File: config.mk
export PLATFORM = sky130hd
export DESIGN_NAME = mdu_iter
export DESIGN_NICKNAME = d
export VERILOG_FILES = /design/src/rtl/mdu_iter.sv
export SDC_FILE = /design/constraint.sdc
export NUM_CORES = 2
export LEC_CHECK = 0
export CAP_MARGIN = 20
export CORE_MARGIN = 10
export CORE_UTILIZATION = 40
export CTS_CLUSTER_SIZE = 14
export DETAILED_ROUTE_END_ITERATION = 6
export PLACE_DENSITY = 0.63
export SYNTH_ARGS = -nofsm -noshare
export SYNTH_HDL_FRONTEND = slang
export SYNTH_SLANG_ARGS = --single-unit
File: constraint.sdc
create_clock -name clk -period 3.63 [get_ports clk]
set_input_delay 0.9075 -clock clk [delete_from_list [all_inputs] [get_ports clk]]
set_output_delay 0.9075 -clock clk [all_outputs]
set_load 0.02 [all_outputs]
File: src/rtl/mdu_iter.sv
// Iterative multiply/divide unit owning the architectural HI/LO pair.
// Define MDU_MADD_EN to enable the MADD/MADDU/MSUB/MSUBU accumulate ops (codes 9-12).
module mdu_iter #(
    parameter int unsigned WIDTH      = 32,
    parameter int unsigned MUL_CYCLES = 5
) (
    input  logic             clk,
    input  logic             reset,
    input  logic             req,
    input  logic             start,
    input  logic [3:0]       op,
    input  logic [WIDTH-1:0] in_a,
    input  logic [WIDTH-1:0] in_b,
    output logic             busy,
    output logic [WIDTH-1:0] result,
    output logic [WIDTH-1:0] hi,
    output logic [WIDTH-1:0] lo
);

    localparam int unsigned CNT_MAX = (WIDTH > MUL_CYCLES) ? WIDTH : MUL_CYCLES;
    localparam int unsigned CW      = $clog2(CNT_MAX + 1);

    localparam logic [1:0] S_IDLE = 2'd0;
    localparam logic [1:0] S_MUL  = 2'd1;
    localparam logic [1:0] S_DIV  = 2'd2;

    localparam logic [3:0] OP_MULT  = 4'd1;
    localparam logic [3:0] OP_MULTU = 4'd2;
    localparam logic [3:0] OP_DIV   = 4'd3;
    localparam logic [3:0] OP_DIVU  = 4'd4;
    localparam logic [3:0] OP_MTHI  = 4'd5;
    localparam logic [3:0] OP_MTLO  = 4'd6;
    localparam logic [3:0] OP_MFHI  = 4'd7;
    localparam logic [3:0] OP_MFLO  = 4'd8;
`ifdef MDU_MADD_EN
    localparam logic [3:0] OP_MADD  = 4'd9;
    localparam logic [3:0] OP_MADDU = 4'd10;
    localparam logic [3:0] OP_MSUB  = 4'd11;
    localparam logic [3:0] OP_MSUBU = 4'd12;
`endif

    localparam logic [1:0] ACC_SET = 2'd0;
    localparam logic [1:0] ACC_ADD = 2'd1;
    localparam logic [1:0] ACC_SUB = 2'd2;

    logic [1:0]         state_q, state_d;
    logic [CW-1:0]      cnt_q, cnt_d;
    logic [WIDTH-1:0]   hi_q, hi_d, lo_q, lo_d;
    logic [2*WIDTH-1:0] prod_q, prod_d;
    logic [1:0]         acc_q, acc_d;
    logic [WIDTH-1:0]   quo_q, quo_d, dvs_q, dvs_d, rem_q, rem_d;
    logic               qneg_q, qneg_d, rneg_q, rneg_d, dz_q, dz_d;

    logic               sgn;
    logic [2*WIDTH-1:0] a_ext, b_ext, prod_new;
    logic [WIDTH-1:0]   a_mag, b_mag;
    logic [WIDTH:0]     shift_rem, trial;

    always_comb begin
        sgn = (op == OP_MULT) || (op == OP_DIV);
`ifdef MDU_MADD_EN
        sgn = sgn || (op == OP_MADD) || (op == OP_MSUB);
`endif
    end

    assign a_ext    = {{WIDTH{sgn & in_a[WIDTH-1]}}, in_a};
    assign b_ext    = {{WIDTH{sgn & in_b[WIDTH-1]}}, in_b};
    assign prod_new = a_ext * b_ext;
    assign a_mag    = (sgn && in_a[WIDTH-1]) ? -in_a : in_a;
    assign b_mag    = (sgn && in_b[WIDTH-1]) ? -in_b : in_b;

    // Restoring step: bit WIDTH of the trial difference is set when the subtract underflows.
    assign shift_rem = {rem_q, quo_q[WIDTH-1]};
    assign trial     = shift_rem - {1'b0, dvs_q};

    always_comb begin
        state_d = state_q;
        cnt_d   = cnt_q;
        hi_d    = hi_q;
        lo_d    = lo_q;
        prod_d  = prod_q;
        acc_d   = acc_q;
        quo_d   = quo_q;
        dvs_d   = dvs_q;
        rem_d   = rem_q;
        qneg_d  = qneg_q;
        rneg_d  = rneg_q;
        dz_d    = dz_q;
        case (state_q)
            S_IDLE: begin
                if (start && !req) begin
                    case (op)
                        OP_MULT, OP_MULTU: begin
                            prod_d  = prod_new;
                            acc_d   = ACC_SET;
                            cnt_d   = CW'(MUL_CYCLES - 1);
                            state_d = S_MUL;
                        end
`ifdef MDU_MADD_EN
                        OP_MADD, OP_MADDU, OP_MSUB, OP_MSUBU: begin
                            prod_d  = prod_new;
                            acc_d   = (op == OP_MSUB || op == OP_MSUBU) ? ACC_SUB : ACC_ADD;
                            cnt_d   = CW'(MUL_CYCLES - 1);
                            state_d = S_MUL;
                        end
`endif
                        OP_DIV, OP_DIVU: begin
                            quo_d   = a_mag;
                            dvs_d   = b_mag;
                            rem_d   = '0;
                            qneg_d  = sgn & (in_a[WIDTH-1] ^ in_b[WIDTH-1]);
                            rneg_d  = sgn & in_a[WIDTH-1];
                            dz_d    = (in_b == '0);
                            cnt_d   = CW'(WIDTH);
                            state_d = S_DIV;
                        end
                        OP_MTHI: hi_d = in_a;
                        OP_MTLO: lo_d = in_a;
                        default: ;
                    endcase
                end
            end
            S_MUL: begin
                if (req) begin
                    state_d = S_IDLE;
                end else if (cnt_q == '0) begin
                    // Accumulate against HI/LO as they stand at completion.
                    case (acc_q)
                        ACC_ADD: {hi_d, lo_d} = {hi_q, lo_q} + prod_q;
                        ACC_SUB: {hi_d, lo_d} = {hi_q, lo_q} - prod_q;
                        default: {hi_d, lo_d} = prod_q;
                    endcase
                    state_d = S_IDLE;
                end else begin
                    cnt_d = cnt_q - CW'(1);
                end
            end
            S_DIV: begin
                if (req || dz_q) begin
                    state_d = S_IDLE;
                end else if (cnt_q != '0) begin
                    if (!trial[WIDTH]) begin
                        rem_d = trial[WIDTH-1:0];
                        quo_d = {quo_q[WIDTH-2:0], 1'b1};
                    end else begin
                        rem_d = shift_rem[WIDTH-1:0];
                        quo_d = {quo_q[WIDTH-2:0], 1'b0};
                    end
                    cnt_d = cnt_q - CW'(1);
                end else begin
                    lo_d    = qneg_q ? -quo_q : quo_q;
                    hi_d    = rneg_q ? -rem_q : rem_q;
                    state_d = S_IDLE;
                end
            end
            default: state_d = S_IDLE;
        endcase
    end

    always_ff @(posedge clk or negedge reset) begin
        if (!reset) begin
            state_q <= S_IDLE;
            cnt_q   <= '0;
            hi_q    <= '0;
            lo_q    <= '0;
            prod_q  <= '0;
            acc_q   <= ACC_SET;
            quo_q   <= '0;
            dvs_q   <= '0;
            rem_q   <= '0;
            qneg_q  <= 1'b0;
            rneg_q  <= 1'b0;
            dz_q    <= 1'b0;
        end else begin
            state_q <= state_d;
            cnt_q   <= cnt_d;
            hi_q    <= hi_d;
            lo_q    <= lo_d;
            prod_q  <= prod_d;
            acc_q   <= acc_d;
            quo_q   <= quo_d;
            dvs_q   <= dvs_d;
            rem_q   <= rem_d;
            qneg_q  <= qneg_d;
            rneg_q  <= rneg_d;
            dz_q    <= dz_d;
        end
    end

    assign busy = (state_q != S_IDLE);
    assign hi   = hi_q;
    assign lo   = lo_q;

    always_comb begin
        case (op)
            OP_MFHI: result = hi_q;
            OP_MFLO: result = lo_q;
            default: result = '0;
        endcase
    end

endmodule

After elaboration in Yosys (flattened, before gate mapping)
Index checks and enable logic that the tools add are counted.
{"block": "classes", "add_sub_neg": 6, "mul": 1, "eq_ne": 23, "mux": 45, "bitwise_logic": 4, "n_reduce_logical": 22}
{"op": "$mux 32", "count": 25}
{"op": "$pmux 32 s2", "count": 3}
{"op": "$pmux 32 s3", "count": 2}
{"op": "$neg 32->32", "count": 4}
{"op": "$mul 33x33->64", "count": 1}
{"op": "$sub 33x32->33", "count": 1}
{"op": "$logic_not 32->1", "count": 1}
{"op": "$mux 6", "count": 5}
{"op": "$reduce_and 7->1", "count": 3}
{"op": "$pmux 6 s3", "count": 1}
{"op": "$eq 4x3->1 const B", "count": 4}
{"op": "$ne 2x2->1 const B", "count": 7}
{"op": "$pmux 6 s2", "count": 1}
{"op": "$mux 2", "count": 5}
{"op": "$eq 4x2->1 const B", "count": 2}
{"op": "$logic_not 6->1", "count": 1}
{"op": "$ne 2x1->1 const B", "count": 3}
{"op": "$ne 3x3->1 const B", "count": 2}
{"op": "$pmux 2 s3", "count": 1}
{"op": "$reduce_and 3->1", "count": 2}
{"op": "$reduce_bool 6->1", "count": 1}
{"op": "$sub 6x1->6 const B", "count": 1}
{"op": "$reduce_and 5->1", "count": 1}
{"op": "$eq 4x1->1 const B", "count": 1}
{"op": "other kinds (16)", "count": 23}
{"block": "totals", "reg_bits": 235, "input_bits": 72, "output_inout_bits": 97, "wordCells": 112}

Depth between registers and ports, before layout
{"block": "depth", "depth_word": 7, "depth_mapped": 33, "depth_no_buf": 29}

Worst setup path before layout
Ideal clock, no wire load.
{"block": "synth_path", "path_type": "input to register", "from": "input op[0]", "to": "register prod_q[63]", "setup_ns": 0.125, "t_arrival_ns": 9.457, "t_required_ns": 3.505, "path_slack_ns": -5.951, "path_stages": 28, "path_cell_list": "clkbuf_1 -> nor3b_1 -> and2_1 -> clkbuf_1 -> clkbuf_1 -> nand2_1 -> inv_1 -> fa_1 -> fa_1 -> fa_1 -> inv_1 -> fa_1 -> inv_1 -> fa_1 -> fa_1 -> inv_1 -> fa_1 -> fa_1 -> inv_1 -> ha_1 -> a21o_1 -> a21o_1 -> a21o_1 -> a21o_1 -> a21o_1 -> o21a_1 -> o21ba_2 -> mux2_2"}
{"block": "synth_between", "elab_chain_len": 4, "word_cells_on_any_way": 9, "classes_between": "mul (1); eq/ne (3); bitwise (2); reduce/logical (3)"}
{"item": "start: declaration", "line_no": "11", "text": "input logic [3:0] op,"}
{"item": "$eq 4x1->1 / $eq 4x2->1 (equally long branches)", "line_no": "60, 92"}
{"item": "$logic_or 1x1->1", "line_no": "60", "text": "sgn = (op == OP_MULT) || (op == OP_DIV);"}
{"item": "$and 1x1->1, on equally long branches", "line_no": "66, 67"}
{"item": "$mul 33x33->64", "line_no": "68", "text": "assign prod_new = a_ext * b_ext;"}
{"item": "end signal: assignment", "line_no": "179", "text": "prod_q <= prod_d;"}
{"item": "end: declaration", "line_no": "49", "text": "logic [2*WIDTH-1:0] prod_q, prod_d;"}
Parallel ways exist; a longest one is shown, timed or not.
A chain may end at the register's enable or synchronous reset.

Worst setup path in the final report
Same ends and word-level chain as after synthesis.

==> flow_metrics.env <==
export IMPL_startpoint_type="input port"
export IMPL_hold_class="in2async"
export IMPL_dp_hpwl_mm=152
export IMPL_cts_tree="yes"
export IMPL_antenna_found_initial=10
export IMPL_syn2layout_area_growth_pct=28.2
export IMPL_detail_route_antenna_nets=0
export IMPL_ctsLongestPathBuffers=3
export IMPL_synth_most_common_cell="nand2_1"
export IMPL_max_stage_delay_ns=0.54
export IMPL_cpMaxStageDelayCell="fa_1"
export IMPL_synth_area_per_cell_um2=8.65
export IMPL_finalHoldViolCount=0
export IMPL_synth_flop_cell="dfrtp_1"
export IMPL_start_util_pct=40.4
export IMPL_cts_sinks=235
export IMPL_finalNetCount=8291
export IMPL_die_area_um2=148000
export IMPL_numCtsBuffers=25
export IMPL_cts_root_buf="clkbuf_16"
export IMPL_crit_family="adder cells"
export IMPL_rr_startpoint="rem_q[0]"
export IMPL_cp_data_required_time_ns=4.06
export IMPL_drt_initial_drc_count=3653
export IMPL_cp_max_fo=3
export IMPL_drt_pass1_iterations=6
export IMPL_fin_util_pct=51.7
export IMPL_syn_cell_area_um2=53200
export IMPL_drc=0
export IMPL_vias=45300
export IMPL_synth_edf_count=0
export IMPL_fmax_mhz=127
export IMPL_ys_types=78
export IMPL_cap_violations=0
export IMPL_portBuffers=168
export IMPL_ff2ff_setup_slack_ns=0.11
export IMPL_post_route_period_util_pct=217
export IMPL_grt_pass1_vias=47800
export IMPL_clk_pin_slew_worst_paths_ns=0.06
export IMPL_async_flop_share_pct=100
export IMPL_layout_setup_ws_ns=-4.23
export IMPL_die_w_um=385
export IMPL_wl_mm=190
export IMPL_layout_drive_gt1_share_pct=22.1
export IMPL_clock_latency_ns=0.54
export IMPL_synth_common_cells="1210 x nand2_1, 1208 x inv_1, 1126 x fa_1"
export IMPL_worst_slew_pin_slew_ns=1.06
export IMPL_period_minus_slack_ns=7.86
export IMPL_worst_path_stages=30
export IMPL_place_ws_ns=-5.54
export IMPL_cpMostUsedCell="fa_1"
export IMPL_timing_rr_end="hi[29]"
export IMPL_synth_nets=7603
export IMPL_avgRoutedWirePerCell_um=22.1
export IMPL_yosys_warnings=0
export IMPL_synth_seq_cells=235
export IMPL_setup_viol=59
export IMPL_yosysSeqAreaShare_pct=11.1
export IMPL_yosysTopAreaCell="fa_1"
export IMPL_relSlewSlack_pct=29.1
export IMPL_crit_path_end="prod_q[63]"
export IMPL_endpoint_kind="flop"
export IMPL_run_status="finished, violations left"
export IMPL_rows=133
export IMPL_grt_first_pass_wirelength_mm=289
export IMPL_die_h_um=385
export IMPL_synth_top_area_share_pct=42.4
export IMPL_startpoint="op[0]"
export IMPL_place_gp_congestion=0.939
export IMPL_gr_total_overflow=0
export IMPL_h_tree_depth=1
export IMPL_reg2reg_depth=11
export IMPL_routed_via_density=5.27
export IMPL_synth_area_leaders="fa_1 42%, dfrtp_1 11%, nand2_1 8.5%"
export IMPL_slew_viol_final=0
export IMPL_critical_path_class="in2reg"
export IMPL_clock_skew_ns=0.0151
export IMPL_syn_inst=6150
export IMPL_rsz0062_at_grt="yes"
export IMPL_violations="setup timing"
export IMPL_grt_max_degree=129
export IMPL_coreArea_um2=132000
export IMPL_io_pins=169
export IMPL_crit_buf_inv=10
export IMPL_grt_use_total_pct=25.3
export IMPL_arrival_ns=8.29
## timing repair
action | CTS | global route
gates cloned | 12 | 3
pin swaps | 257 | 302
gates resized for setup | 550 | 376
endpoints found under the setup margin | 93 | 118
buffers inserted | 95 | 76
hold buffers | 0 | 0
## sequential cells by signal, indices dropped and copies added, names as in the netlist
register	cells
qneg_q	1
quo_q	32
rneg_q	1
state_q	2
prod_q	64
rem_q	32
dz_q	1
dvs_q	32
hi	32
cnt_q	6
lo	32
## metal layers
layer / part of all wire (%) / global-route usage [%] / wire, µm / vias to the layer above
met2: 47 / 41.5 / 88600 / 1855
met3: 8.1 / 3.96 / 15400 / 353
met5: 0.019 / 0 / 37 / -
met1: 41 / 33.7 / 77900 / 23200
met4: 4.3 / 9.41 / 8150 / 6
li1: - / - / - / 20000
## how the worst min path moves through the flow
stage          slack, ns        end
4_1_cts             0.31  prod_q[7]
5_1_grt             0.32  prod_q[7]
3_3_place_gp        0.46  prod_q[6]
6_report            0.30  prod_q[7]
2_1_floorplan       0.44  prod_q[6]
3_5_place_dp        0.46  prod_q[6]
## placed cells by master, fill, tap and decap left out, drive strengths merged, types with 15 or more instances in the layout
cell,count
o31ai,97
nor2,174
or4,17
and2,290
nand2b,28
nor4,17
ha,255
nor2b,15
and3,28
o21bai,15
nor3,35
a31oi,17
o21ai,233
nand3,36
a21oi,232
or3,25
mux2i,24
nand2,1211
xor2,57
clkdlybuf4s50,70
dlymetal6s2s,25
inv,1206
xnor2,160
buf,925
a21o,56
clkbuf,47
fa,1126
dfrtp,235
a22o,34
## kinds of logic after synthesis
kind of cell | count (synthesis) | share of synthesized area [%]
AND/OR/NAND/NOR | 1916 | 16.1
AO/OA/AOI/OAI | 778 | 9.11
buffers and inverters | 1597 | 11.3
flip-flops | 235 | 11.1
XOR/XNOR | 217 | 3.61
multiplexers | 26 | 0.494
adder cells (fa/ha/maj) | 1381 | 48.4
## final cells by class
| cell class | count | area, µm² |
|---|---|---|
| clock buffer | 32 | 692 |
| sequential | 235 | 5880 |
| antenna | 2 | 5.00 |
| multi-input combinational | 4318 | 44100 |
| fill | 12000 | 63600 |
| clock inverter | 11 | 135 |
| tap | 1755 | 2200 |
| timing repair buffer | 1050 | 10600 |
| inverter | 1208 | 4560 |
## per-stage QoR
| stage | std cells | TNS (ns) | area [µm²] | hold slack (ns) |
|---|---|---|---|---|
| final | 8611 | -193.15 | 68200 | 0.297 |
| after global routing | 8609 | -202.81 | 68200 | 0.318 |
| after CTS | 8542 | -194.40 | 66400 | 0.311 |
| after detailed placement | 8394 | -268.54 | 62500 | 0.465 |
| after global placement | 8394 | -267.12 | 62500 | 0.458 |
| after floorplan | 6150 | -201.77 | 54900 | 0.439 |
Power is left out: the tool's default activity adds up to more than one toggle a clock period on the data nets, which glitch-free logic cannot reach.
